[config.mk]
export PLATFORM = sky130hd
export DESIGN_NAME = button_bank
export DESIGN_NICKNAME = d
export VERILOG_FILES = /design/src/rtl/button_bank.sv
export SDC_FILE = /design/constraint.sdc
export NUM_CORES = 1
export LEC_CHECK = 0
export BUFFER_PORTS_ARGS = -buffer_cell sky130_fd_sc_hd__clkbuf_2
export CAP_MARGIN = 20
export CORE_ASPECT_RATIO = 1.2
export CORE_MARGIN = 2
export CORE_UTILIZATION = 50
export CTS_CLUSTER_SIZE = 14
export DETAILED_ROUTE_END_ITERATION = 10
export PLACE_DENSITY = 0.85
export SYNTH_ARGS = -nofsm -noshare
export SYNTH_HDL_FRONTEND = slang
export SYNTH_SLANG_ARGS = --single-unit
[constraint.sdc]
create_clock -name clk -period 2 [get_ports clk]
set_input_delay 0.2 -clock clk [delete_from_list [all_inputs] [get_ports clk]]
set_output_delay 0.2 -clock clk [all_outputs]
set_load 0.005 [all_outputs]
[src/rtl/button_bank.sv]
// Memory-mapped bank of active-low push buttons: 2-FF synchroniser, per-channel
// debounce, sticky press/release flags with W1C clear, and a level interrupt.
module button_bank #(
  parameter int NUM_BTN         = 4,
  parameter int DEBOUNCE_CYCLES = 250000,
  localparam int CNT_W          = $clog2(DEBOUNCE_CYCLES + 1)
) (
  input  logic               clk,
  input  logic               resetn,
  input  logic [NUM_BTN-1:0] btn_in,
  input  logic               ren,
  input  logic               wen,
  input  logic [31:0]        address,
  input  logic [31:0]        data_in,
  output logic [31:0]        data_out,
  output logic               irq
);

  logic [NUM_BTN-1:0] sync1;
  logic [NUM_BTN-1:0] sync2;
  logic [NUM_BTN-1:0] stable;
  logic [CNT_W-1:0]   cnt [NUM_BTN];
  logic [NUM_BTN-1:0] accept;
  logic [NUM_BTN-1:0] press_flag;
  logic [NUM_BTN-1:0] release_flag;
  logic [1:0]         irq_en;
  logic [NUM_BTN-1:0] press_clr;
  logic [NUM_BTN-1:0] release_clr;
  logic [1:0]         sel;
  logic [31:0]        rdata;
  logic               unused;

  assign sel    = address[3:2];
  assign unused = &{1'b0, address[31:4], address[1:0], data_in};

  // A channel flips its stable level on the cycle its mismatch run completes.
  always_comb begin
    accept = '0;
    for (int i = 0; i < NUM_BTN; i++) begin
      accept[i] = (sync2[i] != stable[i]) && (cnt[i] == CNT_W'(DEBOUNCE_CYCLES - 1));
    end
  end

  assign press_clr   = (wen && sel == 2'd1) ? data_in[NUM_BTN-1:0] : '0;
  assign release_clr = (wen && sel == 2'd2) ? data_in[NUM_BTN-1:0] : '0;

  always_comb begin
    rdata = '0;
    case (sel)
      2'd0:    rdata[NUM_BTN-1:0] = stable;
      2'd1:    rdata[NUM_BTN-1:0] = press_flag;
      2'd2:    rdata[NUM_BTN-1:0] = release_flag;
      default: rdata[1:0]         = irq_en;
    endcase
  end

  always_ff @(posedge clk or negedge resetn) begin
    if (!resetn) begin
      sync1  <= '1;
      sync2  <= '1;
      stable <= '1;
      for (int i = 0; i < NUM_BTN; i++) cnt[i] <= '0;
    end else begin
      sync1 <= btn_in;
      sync2 <= sync1;
      for (int i = 0; i < NUM_BTN; i++) begin
        if (sync2[i] == stable[i]) begin
          cnt[i] <= '0;
        end else if (accept[i]) begin
          cnt[i]    <= '0;
          stable[i] <= sync2[i];
        end else begin
          cnt[i] <= cnt[i] + CNT_W'(1);
        end
      end
    end
  end

  // Set terms are OR-ed after the clear so a coincident event is never lost.
  always_ff @(posedge clk or negedge resetn) begin
    if (!resetn) begin
      press_flag   <= '0;
      release_flag <= '0;
      irq_en       <= '0;
      data_out     <= '0;
      irq          <= 1'b0;
    end else begin
      press_flag   <= (press_flag & ~press_clr) | (accept & stable);
      release_flag <= (release_flag & ~release_clr) | (accept & ~stable);
      if (wen && sel == 2'd3) irq_en <= data_in[1:0];
      if (ren) data_out <= rdata;
      irq <= (irq_en[0] & (|press_flag)) | (irq_en[1] & (|release_flag));
    end
  end

endmodule

After elaboration in Yosys (flattened, before gate mapping)
Index checks and enable logic that the tools add are counted.
W data, S select, Z words.
{"block": "word_totals", "ff_bits": 99, "input_bits": 72, "output_inout_bits": 33, "elab_cells": 76}
{"block": "classes", "addsub": 4, "eq_ne": 15, "mux": 12, "bitwise": 16, "n_reduce_logical": 14}
{"operator": "$mux W18", "n": 8}
{"operator": "$add A18 B1 Y18 const B", "n": 4}
{"operator": "$eq A18 B18 Y1 const B", "n": 4}
{"operator": "$and A4 B4 Y4", "n": 4}
{"operator": "$not A4 Y4", "n": 3}
{"operator": "$pmux W2 S3", "n": 2}
{"operator": "$mux W4", "n": 2}
{"operator": "$or A4 B4 Y4", "n": 2}
{"operator": "$reduce_and A2 Y1", "n": 4}
{"operator": "$reduce_or A4 Y1", "n": 2}
{"operator": "$logic_and A1 B1 Y1", "n": 7}
{"operator": "$eq A1 B1 Y1", "n": 4}
{"operator": "$eq A2 B2 Y1 const B", "n": 2}
{"operator": "$ne A1 B1 Y1", "n": 4}
{"operator": "$not A1 Y1", "n": 4}
{"operator": "$and A1 B1 Y1", "n": 2}
{"operator": "$eq A2 B1 Y1 const B", "n": 1}
{"operator": "$logic_not A2 Y1", "n": 1}
{"operator": "$or A1 B1 Y1", "n": 1}

Longest topological paths before layout
{"block": "depth", "depth_word": 6, "mapped_depth": 6}

Worst setup path before layout
OpenSTA, ideal clock, no wires.
{"block": "synth_timing", "kind": "flip-flop to flip-flop", "startpoint": "register cnt[11] in the netlist's numbering", "endpoint": "register stable[3]", "setup_ps": 82, "arrival_time_ps": 1729, "t_required_ps": 1918, "slack_ps": 189, "path_stages_with_launch": 5, "n_path_buf": 0, "period_less_slack_ps": 1811, "path_cell_list": "dfrtp_1 -> nor4b_2 -> nand4_2 -> or4_4 -> mux2_4"}
{"block": "synth_between", "elab_chain_len": 3}
{"item": "start: declaration", "line": "22", "source": "logic [CNT_W-1:0] cnt [NUM_BTN];"}
{"item": "start signal: indexed assignment", "line": "73", "source": "cnt[i] <= cnt[i] + CNT_W'(1);"}
{"item": "$eq A18 B18 Y1", "line": "40", "source": "accept[i] = (sync2[i] != stable[i]) && (cnt[i] == CNT_W'(DEBOUNCE_CYCLES - 1));"}
{"item": "$logic_and A1 B1 Y1", "line": "40"}
{"item": "$reduce_and A2 Y1 (no source line)"}
{"item": "end signal: indexed assignment", "line": "71", "source": "stable[i] <= sync2[i];"}
{"item": "end: declaration", "line": "21", "source": "logic [NUM_BTN-1:0] stable;"}
Every way passes these cells.
A chain may end at the register's enable or synchronous reset.

Worst setup path in the final report
Ends and elaborated chain as after synthesis.

==> summary.md <==
• outcome: finished, final reports clean
• actual slew at the worst max-slew pin: 533 ps
• worst-case headroom to the max-slew limit: 64.5%
• top post-synthesis cells by area: sky130_fd_sc_hd__dfrtp_1 43%, sky130_fd_sc_hd__dfstp_2 6.3%, sky130_fd_sc_hd__nor2_1 5.3%
• Pwr Density: 716 mW/mm^2
• DR WL/cell: 14.5 microns
• hpwl dp: 6570 microns
• Yosys warning total: 0
• largest net degree at the start of global routing: 43
• cell accounting for the most synthesized area: sky130_fd_sc_hd__dfrtp_1
• max-slew violation count: 0
• hold worst-path end: data_out[3]$_DFFE_PN0P_
• number of H-tree levels: 3
• Fin. Hold Viols: 0
• top-area cell type share of the netlist area: 43.4%
• proportion of synthesized chip area in sequential cells: 49.7%
• residual overflow from global routing: 0
• commonest non-fill, non-tap cells in the layout: 87 x sky130_fd_sc_hd__dfrtp_1, 71 x sky130_fd_sc_hd__nor2_1, 30 x sky130_fd_sc_hd__xor2_1
• setup repair after global routing missed its margin: false
• vias in the first global route: 3648
• critical path data required time: 2280 ps
• WP data arrival: 2160 ps
• clock period minus worst slack: 1880 ps
• ratio of final minimum period to clock period: 94.1%
• layout cell share with drive strength beyond 1: 15.7%
• max-capacitance violation count: 0
• total track usage: 18.7%
• proportion of power drawn by the clock network: 41.6%
• highest fanout seen on the critical path: 4
• sinks on the clock net: 99
• DRC errors left: 0
• switching power as a share of total power: 23.0%
• ys async rst share: 100%
• delay of the slowest cell on the worst path: 610 ps
• Buf+Inv Stages, Crit Path: 0
• CP top delay family: simple AND/OR/NAND/NOR gates
• Final setup viols: 0
• cell with the largest stage delay on the worst path: sky130_fd_sc_hd__or4_4
• #FFs+latches synth: 99
• die boundary height: 114 microns
• Clock Pin Slew Worst Setup and Hold Paths: 70 ps
• post-synthesis instance total: 486
• Max Freq: 532 MHz
• power dissipated by switching net loads: 0.920 mW
• Reg2Reg Depth: 4
• Tightest Hold Check Type: input pin to flop
• startpoint type of the worst setup path: flop
• number of buffers added on ports: 18
• cell leakage power: 2.41 nW
• CTS root buffer: sky130_fd_sc_hd__clkbuf_16
• Power Internal: 3.07 mW
• relative area change from synthesis to final layout: 11.1%
• most common library cell in the layout ignoring fill and taps: sky130_fd_sc_hd__dfrtp_1
• EDFF count, synth: 0
• register share of total power: 52.9%
• initial core utilization: 50.6%
• core box area: 0.00991 sq mm
• Die W: 95.4 microns
• critical path, cell by cell: nor4b_2, nand4_2, or4_4, mux2_4
• number of diodes: 0
• area enclosed by the die boundary: 0.0109 sq mm
• worst ir drop on vdd: 346 uV
• first-pass GRT wire length: 16200 microns
• buffer depth of the longest clock path: 2
• combinational cell fraction of total power: 5.5%
• insertion delay to the later sink of the worst-skew pair: 350 ps
• Avg Inst Size Synth: 10.3 sq um
• Worst Path Class, Setup: flop to flop
• filler cell count in the final layout: 790
• WL final: 9480 microns
• startpoint of the tightest hold check path: ren
• ys flop type: sky130_fd_sc_hd__dfrtp_1
• post-synthesis instance area: 0.00502 sq mm
• RR Endpoint: stable[3]$_DFFE_PN1P_
• detailed router's first-iteration violation count: 218
• Pre-Repair DR Iteration Count: 4
• number of distinct standard cells referenced by the synthesized netlist: 44
• depth of the worst hold-timing path: 2
• TritonCTS clock tree: yes
• Setup TNS: 0 ps
• worst reg2reg startpoint: cnt[11]$_DFF_PN0_
• R2R Setup Slk: 120 ps
• total CTS buffers: 9
• Fin Clk Skew: 7.23 ps
• io pins: 105
• routability congestion estimate from global placement: 0.846
• Crit. End Element: flop
• number of vias after detailed routing: 3632
• number of gates resized after CTS: 0
• Cell Rows: 40
• number of nets in the final layout: 600
• initial antenna violation count: 0
• Final Power: 3.99 mW
• post-route ant nets: 0
• mean number of vias per cell: 5.55
[final cells by class]
cell class	count	area (sq um)	area share (%)
Sequential cell	99	2490	44.7
Multi-Input combinational cell	366	2320	41.7
Timing Repair Buffer	40	283	5.07
Clock buffer	12	256	4.60
Tap cell	126	158	2.83
Clock inverter	4	33.8	0.606
Inverter	8	30.0	0.539
[metal layers]
layer / GRT usage [%] / vias to the layer above / share of wire, %
li1: - / 1744 / -
met1: 23.9 / 1792 / 44
met2: 31.5 / 76 / 51
met3: 2.51 / 20 / 2.8
met4: 8.67 / 0 / 2.9
met5: 0 / - / 0
[worst register-to-register path, stage by stage, from the launching register on]
cell                      delay (ps)
sky130_fd_sc_hd__dfrtp_1         390
sky130_fd_sc_hd__nor4b_2         320
sky130_fd_sc_hd__nand4_2         180
sky130_fd_sc_hd__or4_4           610
sky130_fd_sc_hd__mux2_4          320
[synth_stat cells (3+ instances only)]
cell type	number
sky130_fd_sc_hd__o31ai_1	3
sky130_fd_sc_hd__buf_4	29
sky130_fd_sc_hd__and2_1	3
sky130_fd_sc_hd__a21oi_1	11
sky130_fd_sc_hd__or3_1	5
sky130_fd_sc_hd__mux2_4	3
sky130_fd_sc_hd__nand2b_1	10
sky130_fd_sc_hd__clkbuf_1	5
sky130_fd_sc_hd__nand2_1	25
sky130_fd_sc_hd__inv_1	8
sky130_fd_sc_hd__or4_4	3
sky130_fd_sc_hd__ha_1	4
sky130_fd_sc_hd__nor3_1	7
sky130_fd_sc_hd__xor2_1	30
sky130_fd_sc_hd__and4_1	14
sky130_fd_sc_hd__mux2_2	3
sky130_fd_sc_hd__dfrtp_1	87
sky130_fd_sc_hd__nand3_1	27
sky130_fd_sc_hd__dfstp_2	12
sky130_fd_sc_hd__xnor2_1	26
sky130_fd_sc_hd__buf_2	4
sky130_fd_sc_hd__nand3b_1	3
sky130_fd_sc_hd__o41ai_4	3
sky130_fd_sc_hd__nor2_1	71
sky130_fd_sc_hd__nand4_1	26
sky130_fd_sc_hd__or4_1	3
sky130_fd_sc_hd__nor4_1	11
sky130_fd_sc_hd__o21ai_0	23
sky130_fd_sc_hd__and3_1	7
[kinds of logic after synthesis]
kind of cell	share of synthesized area [%]
AO/OA/AOI/OAI	6.26
AND/OR/NAND/NOR	24.3
XOR/XNOR	9.78
buffers and inverters	6.04
multiplexers	2.87
other	0.0748
adder cells (fa/ha/maj)	0.998
flip-flops	49.7
[power groups by stage]
stage               Clock, mW  Combinational, mW  Sequential, mW
finish                   1.66              0.220            2.11
global route             1.78              0.255            2.12
CTS                      1.70              0.223            2.11
detailed placement          0              0.212            2.15
global placement            0              0.205            2.14
floorplan                   0              0.151            2.14
[through the flow]
| stage | std cells | worst slack [ps] | hold slack (ps) | util [%] | instance area (sq um) |
|---|---|---|---|---|---|
| 2_1_floorplan | 513 | 189 | -95.6 | - | 5120 |
| 3_3_place_gp | 634 | 186 | 205 | 52.8 | 5240 |
| 3_5_place_dp | 634 | 162 | 217 | 52.8 | 5240 |
| 4_1_cts | 655 | 101 | 107 | 56.3 | 5580 |
| 5_1_grt | 655 | 27.8 | 122 | 56.3 | 5580 |
| 6_report | 655 | 119 | 112 | 56.3 | 5580 |
[registers in the layout, indices dropped and copies added, names as in the netlist]
| name | count |
|---|---|
| sync2 | 4 |
| irq | 1 |
| irq_en | 2 |
| data_out | 4 |
| sync1 | 4 |
| release_flag | 4 |
| cnt | 72 |
| press_flag | 4 |
| stable | 4 |
[what timing repair did]
action                    4_1_cts  5_1_grt
buffers inserted                0        0
hold endpoints to repair       42        0
hold buffers                    5        0
[how the worst max path moves through the flow]
stage | from | end | slack (ps) | depth (start not counted)
after CTS | cnt[11]$_DFF_PN0_ | stable[3]$_DFFE_PN1P_ | 100 | 4
after detailed placement | cnt[63]$_DFF_PN0_ | stable[0]$_DFFE_PN1P_ | 160 | 4
after floorplan | cnt[11]$_DFF_PN0_ | stable[3]$_DFFE_PN1P_ | 190 | 4
after global placement | cnt[36]$_DFF_PN0_ | stable[1]$_DFFE_PN1P_ | 190 | 5
final | cnt[11]$_DFF_PN0_ | stable[3]$_DFFE_PN1P_ | 120 | 4
after global routing | cnt[36]$_DFF_PN0_ | cnt[44]$_DFF_PN0_ | 30 | 7
Note: power is estimated with default switching activity, not from simulation.
